### src/rtl/clk_div_pkg.sv
// Shared types and helpers for the clk_div_gen clock-enable generator.
package clk_div_pkg;

  typedef enum logic {
    CLK_DIV_PULSE  = 1'b0,
    CLK_DIV_SQUARE = 1'b1
  } clk_div_mode_e;

  localparam int unsigned CLK_DIV_MIN = 2;

  // Divisors below the minimum would leave no room for a boundary cycle.
  function automatic int unsigned clk_div_clamp(input int unsigned div);
    return (div < CLK_DIV_MIN) ? CLK_DIV_MIN : div;
  endfunction

endpackage

### src/rtl/clk_div_gen_if.sv
// Control/status bundle between a clk_div_gen and the block that programs it.
interface clk_div_gen_if #(
  parameter int W = 8
);
  logic         en;
  logic         mode;
  logic [W-1:0] div;
  logic         div_load;
  logic         tick;
  logic         clk_div;
  logic         div_pend;

  modport master (
    output en, mode, div, div_load,
    input  tick, clk_div, div_pend
  );

  modport slave (
    input  en, mode, div, div_load,
    output tick, clk_div, div_pend
  );
endinterface

### src/rtl/clk_div_shadow.sv
// Pending divisor/mode register with transfer to the active set at period boundaries.
// Mode storage exists only when CLK_DIV_GEN_SQUARE_EN is defined.
module clk_div_shadow
  import clk_div_pkg::*;
#(
  parameter int W           = 8,
  parameter int DIV_DEFAULT = 5
) (
  input  logic          clk,
  input  logic          reset,
  input  logic          en,
  input  logic          last,
  input  logic          div_load,
  input  logic [W-1:0]  div,
`ifdef CLK_DIV_GEN_SQUARE_EN
  input  clk_div_mode_e mode,
  output clk_div_mode_e act_mode,
`endif
  output logic [W-1:0]  act_div,
  output logic          div_pend
);
  logic [W-1:0] act_div_q, act_div_d;
  logic [W-1:0] pend_div_q, pend_div_d;
  logic [W-1:0] cap_div;
  logic         pend_q, pend_d;
  logic         boundary, xfer;
`ifdef CLK_DIV_GEN_SQUARE_EN
  clk_div_mode_e act_mode_q, act_mode_d;
  clk_div_mode_e pend_mode_q, pend_mode_d;
`endif

  assign boundary = en & last;
  // While held there is no period in progress to protect, so transfer at once.
  assign xfer     = pend_q & (boundary | ~en);
  assign cap_div  = W'(clk_div_clamp(32'(div)));

  always_comb begin
    act_div_d  = act_div_q;
    pend_div_d = pend_div_q;
    pend_d     = pend_q;
`ifdef CLK_DIV_GEN_SQUARE_EN
    act_mode_d  = act_mode_q;
    pend_mode_d = pend_mode_q;
`endif
    if (xfer) begin
      act_div_d = pend_div_q;
      pend_d    = 1'b0;
`ifdef CLK_DIV_GEN_SQUARE_EN
      act_mode_d = pend_mode_q;
`endif
    end
    if (div_load) begin
      if (boundary) begin
        act_div_d = cap_div;
`ifdef CLK_DIV_GEN_SQUARE_EN
        act_mode_d = mode;
`endif
      end else begin
        pend_div_d = cap_div;
        pend_d     = 1'b1;
`ifdef CLK_DIV_GEN_SQUARE_EN
        pend_mode_d = mode;
`endif
      end
    end
  end

  always_ff @(posedge clk or negedge reset) begin
    if (!reset) begin
      act_div_q  <= W'(DIV_DEFAULT);
      pend_div_q <= '0;
      pend_q     <= 1'b0;
`ifdef CLK_DIV_GEN_SQUARE_EN
      act_mode_q  <= CLK_DIV_PULSE;
      pend_mode_q <= CLK_DIV_PULSE;
`endif
    end else begin
      act_div_q  <= act_div_d;
      pend_div_q <= pend_div_d;
      pend_q     <= pend_d;
`ifdef CLK_DIV_GEN_SQUARE_EN
      act_mode_q  <= act_mode_d;
      pend_mode_q <= pend_mode_d;
`endif
    end
  end

  assign act_div  = act_div_q;
  assign div_pend = pend_q;
`ifdef CLK_DIV_GEN_SQUARE_EN
  assign act_mode = act_mode_q;
`endif

endmodule

### src/rtl/clk_div_gen.sv
// Runtime-programmable clock-enable generator: single-cycle tick once per divisor period.
// Square-wave output on clk_div is compiled in only when CLK_DIV_GEN_SQUARE_EN is defined.
module clk_div_gen
  import clk_div_pkg::*;
#(
  parameter int W           = 8,
  parameter int DIV_DEFAULT = 5
) (
  input  logic         clk,
  input  logic         reset,
  clk_div_gen_if.slave bus
);
  if (W < 2 || W > 31) begin : g_chk_w
    $error("clk_div_gen: W must be in 2..31");
  end
  if (DIV_DEFAULT < CLK_DIV_MIN || DIV_DEFAULT > (2 ** W) - 1) begin : g_chk_div
    $error("clk_div_gen: DIV_DEFAULT must be in 2..2^W-1");
  end

  logic [W-1:0] cnt_q, cnt_d;
  logic [W-1:0] nxt;
  logic [W-1:0] act_div;
  logic         last;
  logic         tick_q, tick_d;
  logic         div_pend;

  // >= rather than == so a divisor shrunk during hold below the held count still wraps.
  assign last = (cnt_q >= act_div - W'(1));
  assign nxt  = last ? '0 : cnt_q + W'(1);

`ifdef CLK_DIV_GEN_SQUARE_EN
  clk_div_mode_e act_mode;
  logic          clk_div_q, clk_div_d;

  function automatic logic [W:0] ceil_half(input logic [W-1:0] d);
    logic [W:0] s;
    s = {1'b0, d} + {{W{1'b0}}, 1'b1};
    return s >> 1;
  endfunction

  clk_div_shadow #(.W(W), .DIV_DEFAULT(DIV_DEFAULT)) u_shadow (
    .clk      (clk),
    .reset    (reset),
    .en       (bus.en),
    .last     (last),
    .div_load (bus.div_load),
    .div      (bus.div),
    .mode     (clk_div_mode_e'(bus.mode)),
    .act_mode (act_mode),
    .act_div  (act_div),
    .div_pend (div_pend)
  );

  always_comb begin
    clk_div_d = clk_div_q;
    if (bus.en) begin
      clk_div_d = (act_mode == CLK_DIV_SQUARE) ? ({1'b0, nxt} >= ceil_half(act_div)) : last;
    end else if (act_mode == CLK_DIV_PULSE) begin
      clk_div_d = 1'b0;
    end
  end

  always_ff @(posedge clk or negedge reset) begin
    if (!reset) begin
      clk_div_q <= 1'b0;
    end else begin
      clk_div_q <= clk_div_d;
    end
  end

  assign bus.clk_div = clk_div_q;
`else
  clk_div_shadow #(.W(W), .DIV_DEFAULT(DIV_DEFAULT)) u_shadow (
    .clk      (clk),
    .reset    (reset),
    .en       (bus.en),
    .last     (last),
    .div_load (bus.div_load),
    .div      (bus.div),
    .act_div  (act_div),
    .div_pend (div_pend)
  );

  assign bus.clk_div = tick_q;
`endif

  always_comb begin
    cnt_d  = cnt_q;
    tick_d = 1'b0;
    if (bus.en) begin
      cnt_d  = nxt;
      tick_d = last;
    end
  end

  always_ff @(posedge clk or negedge reset) begin
    if (!reset) begin
      cnt_q  <= '0;
      tick_q <= 1'b0;
    end else begin
      cnt_q  <= cnt_d;
      tick_q <= tick_d;
    end
  end

  assign bus.tick     = tick_q;
  assign bus.div_pend = div_pend;

endmodule
### src/flat_wrapper.sv
// flat-port wrapper written by rule: the top's interface ports become plain ports
module clk_div_gen_flat import clk_div_pkg::*;
#(
  parameter int W           = 8,
  parameter int DIV_DEFAULT = 5
)
  (clk, reset, bus_en, bus_mode, bus_div, bus_div_load, bus_tick, bus_clk_div, bus_div_pend);
  clk_div_gen_if #(.W(W)) bus_i ();
  input  logic clk;
  input  logic reset;
  input wire logic [$bits(bus_i.en)-1:0] bus_en;
  input wire logic [$bits(bus_i.mode)-1:0] bus_mode;
  input wire logic [$bits(bus_i.div)-1:0] bus_div;
  input wire logic [$bits(bus_i.div_load)-1:0] bus_div_load;
  output wire logic [$bits(bus_i.tick)-1:0] bus_tick;
  output wire logic [$bits(bus_i.clk_div)-1:0] bus_clk_div;
  output wire logic [$bits(bus_i.div_pend)-1:0] bus_div_pend;
  assign bus_i.en = bus_en;
  assign bus_i.mode = bus_mode;
  assign bus_i.div = bus_div;
  assign bus_i.div_load = bus_div_load;
  assign bus_tick = bus_i.tick;
  assign bus_clk_div = bus_i.clk_div;
  assign bus_div_pend = bus_i.div_pend;
  clk_div_gen #(.W(W), .DIV_DEFAULT(DIV_DEFAULT)) u_core (.clk(clk), .reset(reset), .bus(bus_i));
endmodule
### config.mk
export PLATFORM = sky130hd
export DESIGN_NAME = clk_div_gen_flat
export DESIGN_NICKNAME = d
export VERILOG_FILES = /design/src/rtl/clk_div_pkg.sv /design/src/rtl/clk_div_gen_if.sv /design/src/rtl/clk_div_shadow.sv /design/src/rtl/clk_div_gen.sv /design/src/flat_wrapper.sv
export SDC_FILE = /design/constraint.sdc
export NUM_CORES = 1
export LEC_CHECK = 0
export CORE_MARGIN = 3
export CORE_UTILIZATION = 39
export DETAILED_ROUTE_END_ITERATION = 8
export PLACE_DENSITY = 0.62
export SYNTH_ARGS = -nofsm -noshare
export SYNTH_HDL_FRONTEND = slang
export SYNTH_SLANG_ARGS = --single-unit
### constraint.sdc
create_clock -name clk -period 6.8 [get_ports clk]
set_input_delay 1.36 -clock clk [delete_from_list [all_inputs] [get_ports clk]]
set_output_delay 1.36 -clock clk [all_outputs]
set_load 0.03 [all_outputs]
==> impl_results.md <==
* Worst-path clk slew at 0.09 ns
* Leakage power at 0.000703 uW
* Max-cap violations at 0
* Gr usage total at 14.6%
* Syn Nets at 170
* Hold_buf cts at 0
* RSZ-0062 raised after global routing: no
* Post-synth cell types at 31
* Mapped cell area at 0.00147 mm^2
* Total CTS buffers at 3
* Register area share after synthesis at 44.6%
* Final ANT Viol Nets at 0
* Max-slew violations at 0
* Via count at 1148
* Htree depth at 1
* Post-Route WL at 2940 um
* DRC Markers at 0
* Switch share at 40.4%
* Max stage delay on crit path at 0.74 ns
* Initial antenna violation count at 0
* Final setup fails at 0
* First-pass GRT wire length at 5140 um
* Worst-margin pin slew at 0.608 ns
* IO buf count at 14
* Final core occ at 49.4%
* Synth Warn # at 0
* Maximum VDD drop at 0.220 mV
* Rel. slew slack at 59.5%
* CTS tree: built
* CP max FO at 10
* Clk_skew at 0.00488 ns
* Synthesized area per cell at 9.97 um^2
* Setup Fix Bufs, Post-CTS at 0
* Final GP Congestion at 0.794
* P_sw at 310 uW
* PD cells at 449 mW/mm^2
* WS Path Type: register to primary output
* Final Hold Viols at 0
* Total core area at 0.00347 mm^2
* Wire length per cell at 14.3 um
* Internal power at 458 uW
* Crit share post-route at 43.0%
* Sequential share of power at 36.9%
* Ports at 16
* Largest net degree at the start of global routing at 27
* Post-CTS sizing at 0
* TNS Setup at 0 ns
* Clock Sinks at 26
* Hold Path Class: register to register
* Vias in the first global route at 1124
* Worst path bufs/invs at 1
* Clock group share of total power at 16.7%
* CP startpoint kind: register
* Die width at 67.3 um
* Die ar. at 0.00453 mm^2
* Worst R2R Setup Slack at 3.93 ns
* Number of diodes at 0
* Clock latency on the worst-skew pair at 0.27 ns
* Routed vias/inst at 5.57
* Initial core utilization at 42.2%
* Logic pwr share at 46.4%
* Rows at 21
* #FFs+latches synth at 26
* CTS max path bufs at 2
* Synth Instances at 147
* Grt ovf at 0
* Area Overhead vs Synth at 16.8%
* Worst path arrival time at 1.57 ns
* Status: completed
* Fill count at 333
* Root Driver: clkbuf_8
* Fraction of layout instances using a drive strength above 1 at 11.9%
* Nets at 184
* Worst Setup End Kind: primary output
* DRT Pass-1 Iters at 4
* DR iter-0 viols at 61
* Post-layout minimum cycle time at 2.93 ns
* Cell family with most CP delay: buffers and inverters
* Slowest cell on crit path: clkdlybuf4s50_1
* Critical path cell sequence: clkdlybuf4s50_1
* DIE HEIGHT at 67.3 um
* CP required at 5.44 ns
* Max Fclk at 0.342 GHz
* Estimated wirelength of the detail-placed design at 2180 um
## layout make-up
class	count	area (um^2)	area share, %
clock buffer	3	41.3	2.41
clock inverter	1	30.0	1.75
inverter	6	22.5	1.32
multi-input combinational	109	759	44.4
sequential	26	653	38.2
tap	46	57.6	3.36
timing repair buffer	15	148	8.63
## power by group through the flow
stage	clock (uW)	combinational, uW	sequential, uW
finish	128	357	284
global route	134	399	296
CTS	130	357	284
detailed placement	0	356	287
global placement	0	339	285
floorplan	0	279	277
## cells in the final DEF, fill, tap and decap left out, types with 2 or more instances in the layout
cell and count:
dfstp_2 2, nand2_1 8, a31oi_1 8, inv_1 6
dfrtp_1 24, nand2b_1 2, clkbuf_8 3, nand3_1 11
ha_1 10, mux2_2 8, xor2_1 7, nor4_1 2
nor3_1 10, xnor2_1 5, nor2_1 11, o21ai_0 10
a21oi_1 3, clkdlybuf4s50_1 14, nand4_1 3
## worst reg2reg max path: stages (launching register included)
cell and delay [ns]:
dfrtp_1 0.43, nor4_1 0.39, nand2_1 0.11, xor2_1 0.16, ha_1 0.31, nand4_1 0.11
a21oi_1 0.30, a21oi_2 0.24, o21ai_4 0.35, mux2_2 0.38
## final timing paths
check | start | end | cells past startpoint
hold reg to reg | u_core.u_shadow.pend_div_q[0]$_DFFE_PN0P_ | u_core.u_shadow.pend_div_q[0]$_DFFE_PN0P_ | 1
max in group asynchronous | reset | u_core.u_shadow.act_div[2]$_DFF_PN1_ | 2
setup / recovery | u_core.u_shadow.div_pend$_DFF_PN0_ | bus_div_pend | 1
setup reg to reg | u_core.u_shadow.act_div[3]$_DFF_PN0_ | u_core.u_shadow.pend_div_q[7]$_DFFE_PN0P_ | 9
min in group asynchronous | reset | u_core.u_shadow.pend_div_q[0]$_DFFE_PN0P_ | 2
hold / removal | u_core.u_shadow.pend_div_q[0]$_DFFE_PN0P_ | u_core.u_shadow.pend_div_q[0]$_DFFE_PN0P_ | 1
## synth_stat cells (all sizes together)
| master | count | area, um^2 |
|---|---|---|
| buf | 3 | 18.8 |
| nor4b | 1 | 8.76 |
| mux2 | 8 | 90.1 |
| a211oi | 1 | 12.5 |
| a211o | 1 | 8.76 |
| a31oi | 8 | 50.1 |
| nand3 | 11 | 55.1 |
| nand2 | 8 | 30.0 |
| nor2 | 11 | 41.3 |
| ha | 10 | 125 |
| a2111o | 1 | 11.3 |
| clkbuf | 3 | 11.3 |
| or2 | 1 | 6.26 |
| xor2 | 7 | 61.3 |
| nand4 | 3 | 18.8 |
| nor4 | 2 | 12.5 |
| nand2b | 2 | 12.5 |
| xnor2 | 5 | 43.8 |
| nor3 | 10 | 50.1 |
| dfstp | 2 | 52.6 |
| a22o | 1 | 8.76 |
| o21a | 1 | 7.51 |
| inv | 6 | 22.5 |
| a21oi | 4 | 23.8 |
| dfrtp | 24 | 601 |
| o21ai | 12 | 71.3 |
| mux2i | 1 | 10.0 |
## through the flow
stage	hold slack [ns]	cells	setup WS (ns)	area (um^2)	total power, uW
detailed placement	0.494	202	3.76	1640	643
global route	0.533	206	3.62	1710	829
CTS	0.515	206	3.88	1710	772
global placement	0.490	202	3.79	1640	624
floorplan	0.480	147	4.24	1470	555
finish	0.511	206	3.87	1710	769
## registers in the layout (all words and copies together), names as in the netlist
signal                      cells
u_core.cnt_q                    8
u_core.u_shadow.act_div         8
u_core.u_shadow.pend_div_q      8
u_core.bus.clk_div              1
u_core.u_shadow.div_pend        1
## metal layers
metal	up-vias	routed length [um]	track usage, %
met5	-	0	0
met2	29	1460	26.4
li1	552	-	-
met1	565	1310	17.6
met3	2	145	3.49
met4	0	21	3.04
## cells by family after synthesis
| family | share of synthesized area (%) |
|---|---|
| AND/OR/NAND/NOR | 16.1 |
| AO/OA/AOI/OAI | 13.2 |
| flip-flops | 44.6 |
| XOR/XNOR | 7.17 |
| buffers and inverters | 3.59 |
| adder cells (fa/ha/maj) | 8.54 |
| multiplexers | 6.83 |
No activity file was read; power rests on OpenSTA's default activity.
